$ cat src/rtl/mul_pkg.sv
// Shared definitions for the iterative shift-add multiplier.
// Holds the FSM state type and default sizing constants.
package mul_pkg;

    localparam int unsigned MUL_WIDTH = 16;
    localparam int unsigned MUL_CNT_W = $clog2(MUL_WIDTH);

    typedef enum logic [1:0] {
        IDLE = 2'd0,
        RUN  = 2'd1,
        DONE = 2'd2
    } mul_state_t;

endpackage

$ cat src/rtl/mul_sign_adjust.sv
// Combinational sign handling for signed multiplies: operand magnitudes,
// result negate flag and the two's-complement of the unsigned product.
module mul_sign_adjust #(
    parameter int unsigned WIDTH = 16
) (
    input  logic [WIDTH-1:0]   op_a,
    input  logic [WIDTH-1:0]   op_b,
    input  logic               is_signed,
    input  logic [2*WIDTH-1:0] product,
    output logic [WIDTH-1:0]   mag_a,
    output logic [WIDTH-1:0]   mag_b,
    output logic               negate,
    output logic [2*WIDTH-1:0] product_neg
);

    logic a_neg;
    logic b_neg;

    assign a_neg = is_signed & op_a[WIDTH-1];
    assign b_neg = is_signed & op_b[WIDTH-1];

    // The most negative value negates onto itself, which is its correct unsigned magnitude.
    assign mag_a       = a_neg ? (~op_a + 1'b1) : op_a;
    assign mag_b       = b_neg ? (~op_b + 1'b1) : op_b;
    assign negate      = a_neg ^ b_neg;
    assign product_neg = ~product + 1'b1;

endmodule

$ cat src/rtl/iter_multiplier.sv
// Multi-cycle shift-add multiplier: WIDTH RUN cycles, one-cycle done pulse.
// Optional signed support is enabled by defining ITER_MULTIPLIER_SIGNED_EN.
module iter_multiplier
    import mul_pkg::*;
#(
    parameter int unsigned WIDTH = MUL_WIDTH
) (
    input  logic             CLK,
    input  logic             RST_N,
    input  logic             start,
    input  logic [WIDTH-1:0] op_a,
    input  logic [WIDTH-1:0] op_b,
    input  logic             is_signed,
    output logic             busy,
    output logic             done,
    output logic [WIDTH-1:0] product_lo,
    output logic [WIDTH-1:0] product_hi
);

    localparam int unsigned   CW   = $clog2(WIDTH);
    localparam logic [CW-1:0] LAST = CW'(WIDTH - 1);

    mul_state_t state, state_nx;

    logic [CW-1:0]      cnt;
    logic [WIDTH-1:0]   mcand;
    logic [2*WIDTH-1:0] acc;
    logic [2*WIDTH-1:0] acc_step;
    logic [2*WIDTH-1:0] result;
    logic [WIDTH:0]     upper_sum;
    logic [WIDTH-1:0]   mag_a;
    logic [WIDTH-1:0]   mag_b;
    logic               accept;
    logic               last_step;

    assign accept    = start && ((state == IDLE) || (state == DONE));
    assign last_step = (state == RUN) && (cnt == LAST);
    assign busy      = (state == RUN);
    assign done      = (state == DONE);

    // Multiplier bits live in acc's low half and shift out as product bits shift in.
    assign upper_sum = {1'b0, acc[2*WIDTH-1:WIDTH]} + (acc[0] ? {1'b0, mcand} : '0);
    assign acc_step  = {upper_sum, acc[WIDTH-1:1]};

`ifdef ITER_MULTIPLIER_SIGNED_EN
    logic               neg_d;
    logic               neg_q;
    logic [2*WIDTH-1:0] prod_neg;

    mul_sign_adjust #(.WIDTH(WIDTH)) u_sign_adjust (
        .op_a        (op_a),
        .op_b        (op_b),
        .is_signed   (is_signed),
        .product     (acc_step),
        .mag_a       (mag_a),
        .mag_b       (mag_b),
        .negate      (neg_d),
        .product_neg (prod_neg)
    );

    assign result = neg_q ? prod_neg : acc_step;

    always_ff @(posedge CLK or negedge RST_N) begin
        if (!RST_N) begin
            neg_q <= 1'b0;
        end else if (accept) begin
            neg_q <= neg_d;
        end
    end
`else
    logic sign_unused;

    assign sign_unused = is_signed;
    assign mag_a       = op_a;
    assign mag_b       = op_b;
    assign result      = acc_step;
`endif

    always_ff @(posedge CLK or negedge RST_N) begin
        if (!RST_N) begin
            state <= IDLE;
        end else begin
            state <= state_nx;
        end
    end

    always_comb begin
        state_nx = state;
        case (state)
            IDLE:    if (start) state_nx = RUN;
            RUN:     if (cnt == LAST) state_nx = DONE;
            DONE:    state_nx = start ? RUN : IDLE;
            default: state_nx = IDLE;
        endcase
    end

    always_ff @(posedge CLK or negedge RST_N) begin
        if (!RST_N) begin
            cnt        <= '0;
            mcand      <= '0;
            acc        <= '0;
            product_lo <= '0;
            product_hi <= '0;
        end else begin
            if (accept) begin
                cnt   <= '0;
                mcand <= mag_a;
                acc   <= {{WIDTH{1'b0}}, mag_b};
            end else if (state == RUN) begin
                cnt <= cnt + 1'b1;
                acc <= acc_step;
            end
            if (last_step) begin
                product_lo <= result[WIDTH-1:0];
                product_hi <= result[2*WIDTH-1:WIDTH];
            end
        end
    end

endmodule

$ cat config.mk
export PLATFORM = sky130hd
export DESIGN_NAME = iter_multiplier
export DESIGN_NICKNAME = d
export VERILOG_FILES = /design/src/rtl/mul_pkg.sv /design/src/rtl/mul_sign_adjust.sv /design/src/rtl/iter_multiplier.sv
export SDC_FILE = /design/constraint.sdc
export NUM_CORES = 1
export LEC_CHECK = 0
export BUFFER_PORTS_ARGS = -buffer_cell sky130_fd_sc_hd__buf_2
export CAP_MARGIN = 30
export CELL_PAD_IN_SITES_DETAIL_PLACEMENT = 0
export CELL_PAD_IN_SITES_GLOBAL_PLACEMENT = 1
export CORE_AREA = 2 2 123 125
export DETAILED_ROUTE_END_ITERATION = 6
export DIE_AREA = 0 0 125 127
export PLACE_DENSITY_LB_ADDON = 0.1
export SYNTH_ARGS = -nofsm -noshare
export SYNTH_HDL_FRONTEND = slang
export SYNTH_SLANG_ARGS = --single-unit
$ cat constraint.sdc
create_clock -name CLK -period 2.73 [get_ports CLK]
set_clock_uncertainty 0.15 [all_clocks]
set_input_delay 0.819 -clock CLK [delete_from_list [all_inputs] [get_ports CLK]]
set_output_delay 0.819 -clock CLK [all_outputs]
set_load 0.005 [all_outputs]
==> results of run 1 <==
-- per-stage QoR --
stage / setup slack, ns / TNS [ns] / utilization (%) / instance area (um2) / hold WS (ns)
floorplan: 0.0661 / 0 / - / 4160 / 0.288
global placement: 0.0325 / 0 / 33.3 / 4810 / 0.303
detailed placement: -0.0131 / -0.0131 / 33.3 / 4810 / 0.307
CTS: 0.0364 / 0 / 35.1 / 5060 / 0.293
global route: -0.0420 / -0.0731 / 35.4 / 5110 / 0.307
finish: 0.118 / 0 / 35.4 / 5110 / 0.279
-- logic make-up after synthesis --
| logic type | share of synthesized area (%) |
|---|---|
| compound gates | 13.5 |
| buf+inv | 2.59 |
| xor+xnor | 2.74 |
| flops | 51.7 |
| fa+ha+maj | 5.60 |
| simple gates | 22.2 |
| mux | 1.68 |
-- report_power, final --
part	switching [mW]	leakage [nW]	internal, mW	total (mW)
logic	1.71	1.41	1.36	3.07
clock network	0.526	0.118	0.609	1.13
registers	0.360	1.07	1.90	2.26
-- state kept, by name, indices dropped and copies added (netlist names) --
register / cells
product_hi: 16
state: 2
product_lo: 16
cnt: 4
mcand: 16
acc: 32
-- final timing paths --
path | startpoint | end | slack (ns) | depth (start not counted)
max in group asynchronous | RST_N | product_lo[4]$_DFFE_PN0P_ | 1.56 | 2
max | acc[0]$_DFFE_PN0P_ | product_hi[15]$_DFFE_PN0P_ | 0.12 | 10
min reg2reg | product_hi[0]$_DFFE_PN0P_ | product_hi[0]$_DFFE_PN0P_ | 0.32 | 2
max reg2reg | acc[0]$_DFFE_PN0P_ | product_hi[15]$_DFFE_PN0P_ | 0.12 | 10
min in group CLK | product_hi[0]$_DFFE_PN0P_ | product_hi[0]$_DFFE_PN0P_ | 0.32 | 2
min | RST_N | acc[20]$_DFFE_PN0P_ | 0.28 | 1
-- per-layer routing --
metal  wire length (um)  vias to the layer above
li1                   -                     1662
met1               5550                     1567
met2               4930                       56
met3                402                       11
met4                159                        0
met5                  0                        -
-- cells in the mapped netlist, types with 2 or more instances --
master    number
buf_2          5
nor2_1        18
clkbuf_1      15
dfrtp_1       86
a31oi_1        9
xnor2_1        6
a22oi_1        8
and3_1         4
o31ai_1        3
a21oi_1       18
inv_1          5
xor2_1         7
nand3_1        4
nand2b_1       4
and2_1        17
nand4_1        2
a21o_1         3
nand2_1      164
ha_1          17
nor2b_1        3
a22o_1        11
o211ai_2       2
mux2_2         4
o21ai_1        8
o21ai_0       11
-- cell type report --
| cell class | count | share of cell area (%) |
|---|---|---|
| repair buffers | 87 | 9.75 |
| clock inverters | 3 | 0.465 |
| inverters | 6 | 0.441 |
| flip-flops and latches | 86 | 42.1 |
| clock buffers | 11 | 4.56 |
| well taps | 184 | 4.51 |
| multi-input cells | 340 | 38.2 |
-- what timing repair did --
action / in CTS / in global routing
setup endpoints to repair: 2 / 14
gates cloned: 0 / 0
pin swaps: 1 / 1
gates resized for setup: 1 / 10
endpoints found under the hold margin: 0 / 0
==> flow_metrics.env, run 1 <==
export IMPL_post_route_period_util_pct=95.7
export IMPL_synth_edf_count=0
export IMPL_cap_violations=0
export IMPL_use_met1_pct=20.7
export IMPL_mappedNetlistNets=507
export IMPL_cp_slowest_cell="dfrtp_1"
export IMPL_finalPower_mw=6.47
export IMPL_gr_max_usage_layer="met2"
export IMPL_max_slew_margin_pct=61.6
export IMPL_crit_type="reg2reg"
export IMPL_synth_avg_cell_area_um2=9.18
export IMPL_grt_remaining_overflow=0
export IMPL_worstSetupStartpointType="flip-flop"
export IMPL_mostFrequentLayoutCells="nand2_1 (164), dfrtp_1 (86), buf_2 (67)"
export IMPL_drv_slew=0
export IMPL_dr_pass1_iters=5
export IMPL_place_inst=703
export IMPL_io_pins=70
export IMPL_hold_viol_final=0
export IMPL_route_detailed_drc=0
export IMPL_num_vias=3296
export IMPL_p_leak_nw=2.60
export IMPL_synth_warnings=0
export IMPL_clk_pin_slew_ns=0.07
export IMPL_nNetsFinal=584
export IMPL_cp_num_buf_inv=1
export IMPL_cts_hold_buf=0
export IMPL_area_growth_pct=22.8
export IMPL_synthArstFlopShare_pct=100
export IMPL_worstPathMaxFanout=4
export IMPL_rows=44
export IMPL_drive_above_1_share_pct=23.1
export IMPL_drtIter0Drc=142
export IMPL_status="finished clean"
export IMPL_layout_area_seq_um2=2150
export IMPL_use_met2_pct=22.8
export IMPL_use_met3_pct=3.64
export IMPL_clock_path_buffers=2
export IMPL_cp_data_required_time_ns=2.82
export IMPL_cts_tree="done"
export IMPL_fin_crit_ns=2.61
export IMPL_max_stage_delay_ns=0.41
export IMPL_synth_ff_type="dfrtp_1"
export IMPL_peakVddDrop_v=0.000381
export IMPL_cts_num_sinks=86
export IMPL_antenna_found_initial=0
export IMPL_initial_utilization_pct=28.8
export IMPL_cp_end_kind="flip-flop"
export IMPL_yosysTopAreaCellShare_pct=51.7
export IMPL_syn_cell_area_um2=4160
export IMPL_ys_seq_area_share_pct=51.7
export IMPL_setup_viol=0
export IMPL_coreArea_um2=14400
export IMPL_power_density_nw_per_um2=1270
export IMPL_cts_buffers=9
export IMPL_yosys_area_top_type="dfrtp_1"
export IMPL_wl_per_cell_um=15.4
export IMPL_synth_distinct_cells=44
export IMPL_grt_max_degree=41
export IMPL_worstPathArrival_ns=2.70
export IMPL_htree_levels=3
export IMPL_diodes=0
export IMPL_die_area_um2=15900
export IMPL_portBuffers=68
export IMPL_root_buffer="clkbuf_16"
export IMPL_final_common_cell="nand2_1"
export IMPL_die_x_um=125
export IMPL_clock_fmax_ghz=0.383
export IMPL_place_gp_congestion=0.773
export IMPL_die_h_um=127
export IMPL_syn_inst=453
export IMPL_worstSkewPairLatency_ns=0.35
export IMPL_globalRouteTotalUtil_pct=14.9
export IMPL_vias_per_cell=4.60
export IMPL_crit_chain="and2_1 > ha_1 > fa_2 > a21o_1 > nand2_2 > a31oi_4 > o31ai_2 > buf_4 > o21ai_2 > mux2_2"
export IMPL_critPathTopFamily="compound AO/OA/AOI/OAI gates"
export IMPL_place_hpwl_um=7380
export IMPL_grt_pass1_wl_um=18500
export IMPL_wl_um=11000
export IMPL_fillers=1525
export IMPL_grt_pass1_vias=3518
export IMPL_hold_class="in2async"
export IMPL_ant_nets=0
export IMPL_worst_pin_slew_ns=0.575
export IMPL_ys_ff_latch=86
export IMPL_layout_cells_non_filler=717
export IMPL_yosys_top_cells_area="dfrtp_1 (52%), nand2_1 (15%), ha_1 (5.1%)"
export IMPL_multi_input_area_um2=1950
export IMPL_cts_setup_buffers=0
No activity file was read; power rests on OpenSTA's default activity.
==> inputs of run 2 (changes only) <==
--- a/config.mk
+++ b/config.mk
@@ -5,13 +5,13 @@
 export SDC_FILE = /design/constraint.sdc
 export NUM_CORES = 1
 export LEC_CHECK = 0
-export BUFFER_PORTS_ARGS = -buffer_cell sky130_fd_sc_hd__buf_2
 export CAP_MARGIN = 30
 export CELL_PAD_IN_SITES_DETAIL_PLACEMENT = 0
 export CELL_PAD_IN_SITES_GLOBAL_PLACEMENT = 1
 export CORE_AREA = 2 2 123 125
 export DETAILED_ROUTE_END_ITERATION = 6
 export DIE_AREA = 0 0 125 127
+export DONT_BUFFER_PORTS = 1
 export PLACE_DENSITY_LB_ADDON = 0.1
 export SYNTH_ARGS = -nofsm -noshare
 export SYNTH_HDL_FRONTEND = slang
==> flow_metrics.env, run 2 (synthesized netlist as in run 1, its figures left out) <==
export IMPL_coreArea_um2=14400
export IMPL_portBuffers=0
export IMPL_final_util_pct=33.3
export IMPL_hold_class="in2async"
export IMPL_drv_slew=0
export IMPL_vias_per_cell=4.67
export IMPL_grt_remaining_overflow=0
export IMPL_rows=44
export IMPL_clock_path_buffers=2
export IMPL_timing_hold_ws_ns=0.0205
export IMPL_area_growth_pct=15.6
export IMPL_htree_levels=3
export IMPL_clk_pin_slew_ns=0.06
export IMPL_dr_pass1_iters=4
export IMPL_grt_pass1_vias=3210
export IMPL_globalRouteTotalUtil_pct=14.6
export IMPL_drive_above_1_share_pct=12.0
export IMPL_worstSetupStartpointType="flip-flop"
export IMPL_post_route_period_util_pct=95.2
export IMPL_grt_max_degree=87
export IMPL_wl_um=10800
export IMPL_reg2reg_depth=10
export IMPL_switching_power_mw=2.51
export IMPL_peakVddDrop_v=0.000421
export IMPL_max_stage_delay_ns=0.39
export IMPL_setup_viol=0
export IMPL_r2r_start="acc[0]$_DFFE_PN0P_"
export IMPL_cts_buffers=9
export IMPL_p_leak_nw=2.32
export IMPL_place_gp_congestion=0.806
export IMPL_crit_chain="buf_4 > buf_12 > and2_1 > ha_2 > and2_1 > and3_2 > o211ai_4 > nand2b_1 > xor2_1 > mux2_2"
export IMPL_switching_share_pct=39.8
export IMPL_cap_violations=0
export IMPL_reg2reg_to="product_hi[8]$_DFFE_PN0P_"
export IMPL_die_x_um=125
export IMPL_clock_fmax_ghz=0.385
export IMPL_cpMostUsedCell="and2_1"
export IMPL_drtIter0Drc=111
export IMPL_power_density_nw_per_um2=1320
export IMPL_die_area_um2=15900
export IMPL_final_common_cell="nand2_1"
export IMPL_worstPathArrival_ns=2.68
export IMPL_worst_pin_slew_ns=0.471
export IMPL_antenna_found_initial=0
export IMPL_max_slew_margin_pct=68.6
export IMPL_route_detailed_drc=0
export IMPL_die_h_um=127
export IMPL_fin_crit_ns=2.60
export IMPL_worstPathMaxFanout=7
export IMPL_rrSetupSlack_ns=0.13
export IMPL_wl_per_cell_um=16.7
export IMPL_diodes=0
export IMPL_root_buffer="clkbuf_16"
export IMPL_grt_pass1_wl_um=17900
export IMPL_p_int_mw=3.81
export IMPL_fillers=1539
export IMPL_cts_tree="done"
export IMPL_mostFrequentLayoutCells="nand2_1 (164), dfrtp_1 (86), a21oi_1 (18)"
export IMPL_num_vias=3042
export IMPL_clkPwrFrac_pct=17.5
export IMPL_combPwrFrac_pct=45.8
export IMPL_hold_viol_final=0
export IMPL_place_hpwl_um=7150
export IMPL_seq_power_share_pct=36.7
export IMPL_worstSkewPairLatency_ns=0.34
export IMPL_top_register="acc"
export IMPL_largest_reg_flops=32
export IMPL_status="finished clean"
export IMPL_io_pins=70
export IMPL_cp_end_kind="flip-flop"
export IMPL_nNetsFinal=517
export IMPL_cp_data_required_time_ns=2.81
export IMPL_crit_type="reg2reg"
export IMPL_initial_utilization_pct=28.8
export IMPL_cp_slowest_cell="dfrtp_1"
export IMPL_ant_nets=0
export IMPL_cts_num_sinks=86
run 2: final cells by class:
| cell class | count | area (um2) | share of cell area, % |
|---|---|---|---|
| Clock buffer | 13 | 240 | 5.00 |
| Clock inverter | 2 | 10.0 | 0.208 |
| Inverter | 6 | 22.5 | 0.469 |
| Multi-Input combinational cell | 340 | 1970 | 41.1 |
| Sequential cell | 86 | 2150 | 44.8 |
| Tap cell | 184 | 230 | 4.79 |
| Timing Repair Buffer | 20 | 178 | 3.70 |
run 2: critical path: cells and delay by family, from the launching register on:
kind            cells  cell delay (ns)
simple gates        4             0.67
fa+ha+maj           1             0.30
flops               1             0.39
buf+inv             2             0.27
mux                 1             0.27
compound gates      1             0.25
xor+xnor            1             0.18
run 2: what timing repair did:
| item | 4_1_cts | 5_1_grt |
|---|---|---|
| endpoints found under the hold margin | 0 | 7 |
| hold buffers | 0 | 1 |
| setup buffers | 0 | 0 |
| resized for setup | 0 | 14 |
| endpoints found under the setup margin | 0 | 12 |
run 2: power by group through the flow:
stage / registers, mW / clock network, mW / logic, mW
5_1_grt: 2.41 / 1.22 / 3.34
2_1_floorplan: 2.23 / 0 / 2.07
6_report: 2.32 / 1.11 / 2.89
4_1_cts: 2.33 / 1.16 / 2.85
3_5_place_dp: 2.35 / 0 / 2.83
3_3_place_gp: 2.34 / 0 / 2.81
run 2: per-stage QoR:
step	TNS [ns]	std cells	worst slack, ns	power, mW	area [um2]
after floorplan	0	453	0.0661	4.30	4160
after global placement	0	635	0.0759	5.15	4480
after detailed placement	0	635	0.0602	5.18	4480
after CTS	0	650	0.0409	6.35	4730
after global routing	-0.00173	651	-0.00173	6.97	4810
final	0	651	0.131	6.32	4810
run 2: metal layers:
metal	track usage (%)	vias up	part of all wire, %
met1	19.8	1444	50
met5	0	-	0
met3	3.48	14	3.7
met2	22.5	47	44
li1	-	1537	-
met4	6.21	0	2.1
run 2: worst max path at each step:
stage                            start                         end  slack [ns]  cells after the start
detailed placement  acc[0]$_DFFE_PN0P_         acc[28]$_DFFE_PN0P_        0.06                     10
global placement    acc[0]$_DFFE_PN0P_  product_hi[15]$_DFFE_PN0P_        0.08                     10
global route        acc[0]$_DFFE_PN0P_  product_hi[14]$_DFFE_PN0P_      -0.002                     10
finish              acc[0]$_DFFE_PN0P_   product_hi[8]$_DFFE_PN0P_        0.13                     10
CTS                 acc[0]$_DFFE_PN0P_         acc[28]$_DFFE_PN0P_        0.04                     10
floorplan           acc[0]$_DFFE_PN0P_  product_hi[15]$_DFFE_PN0P_        0.07                     10
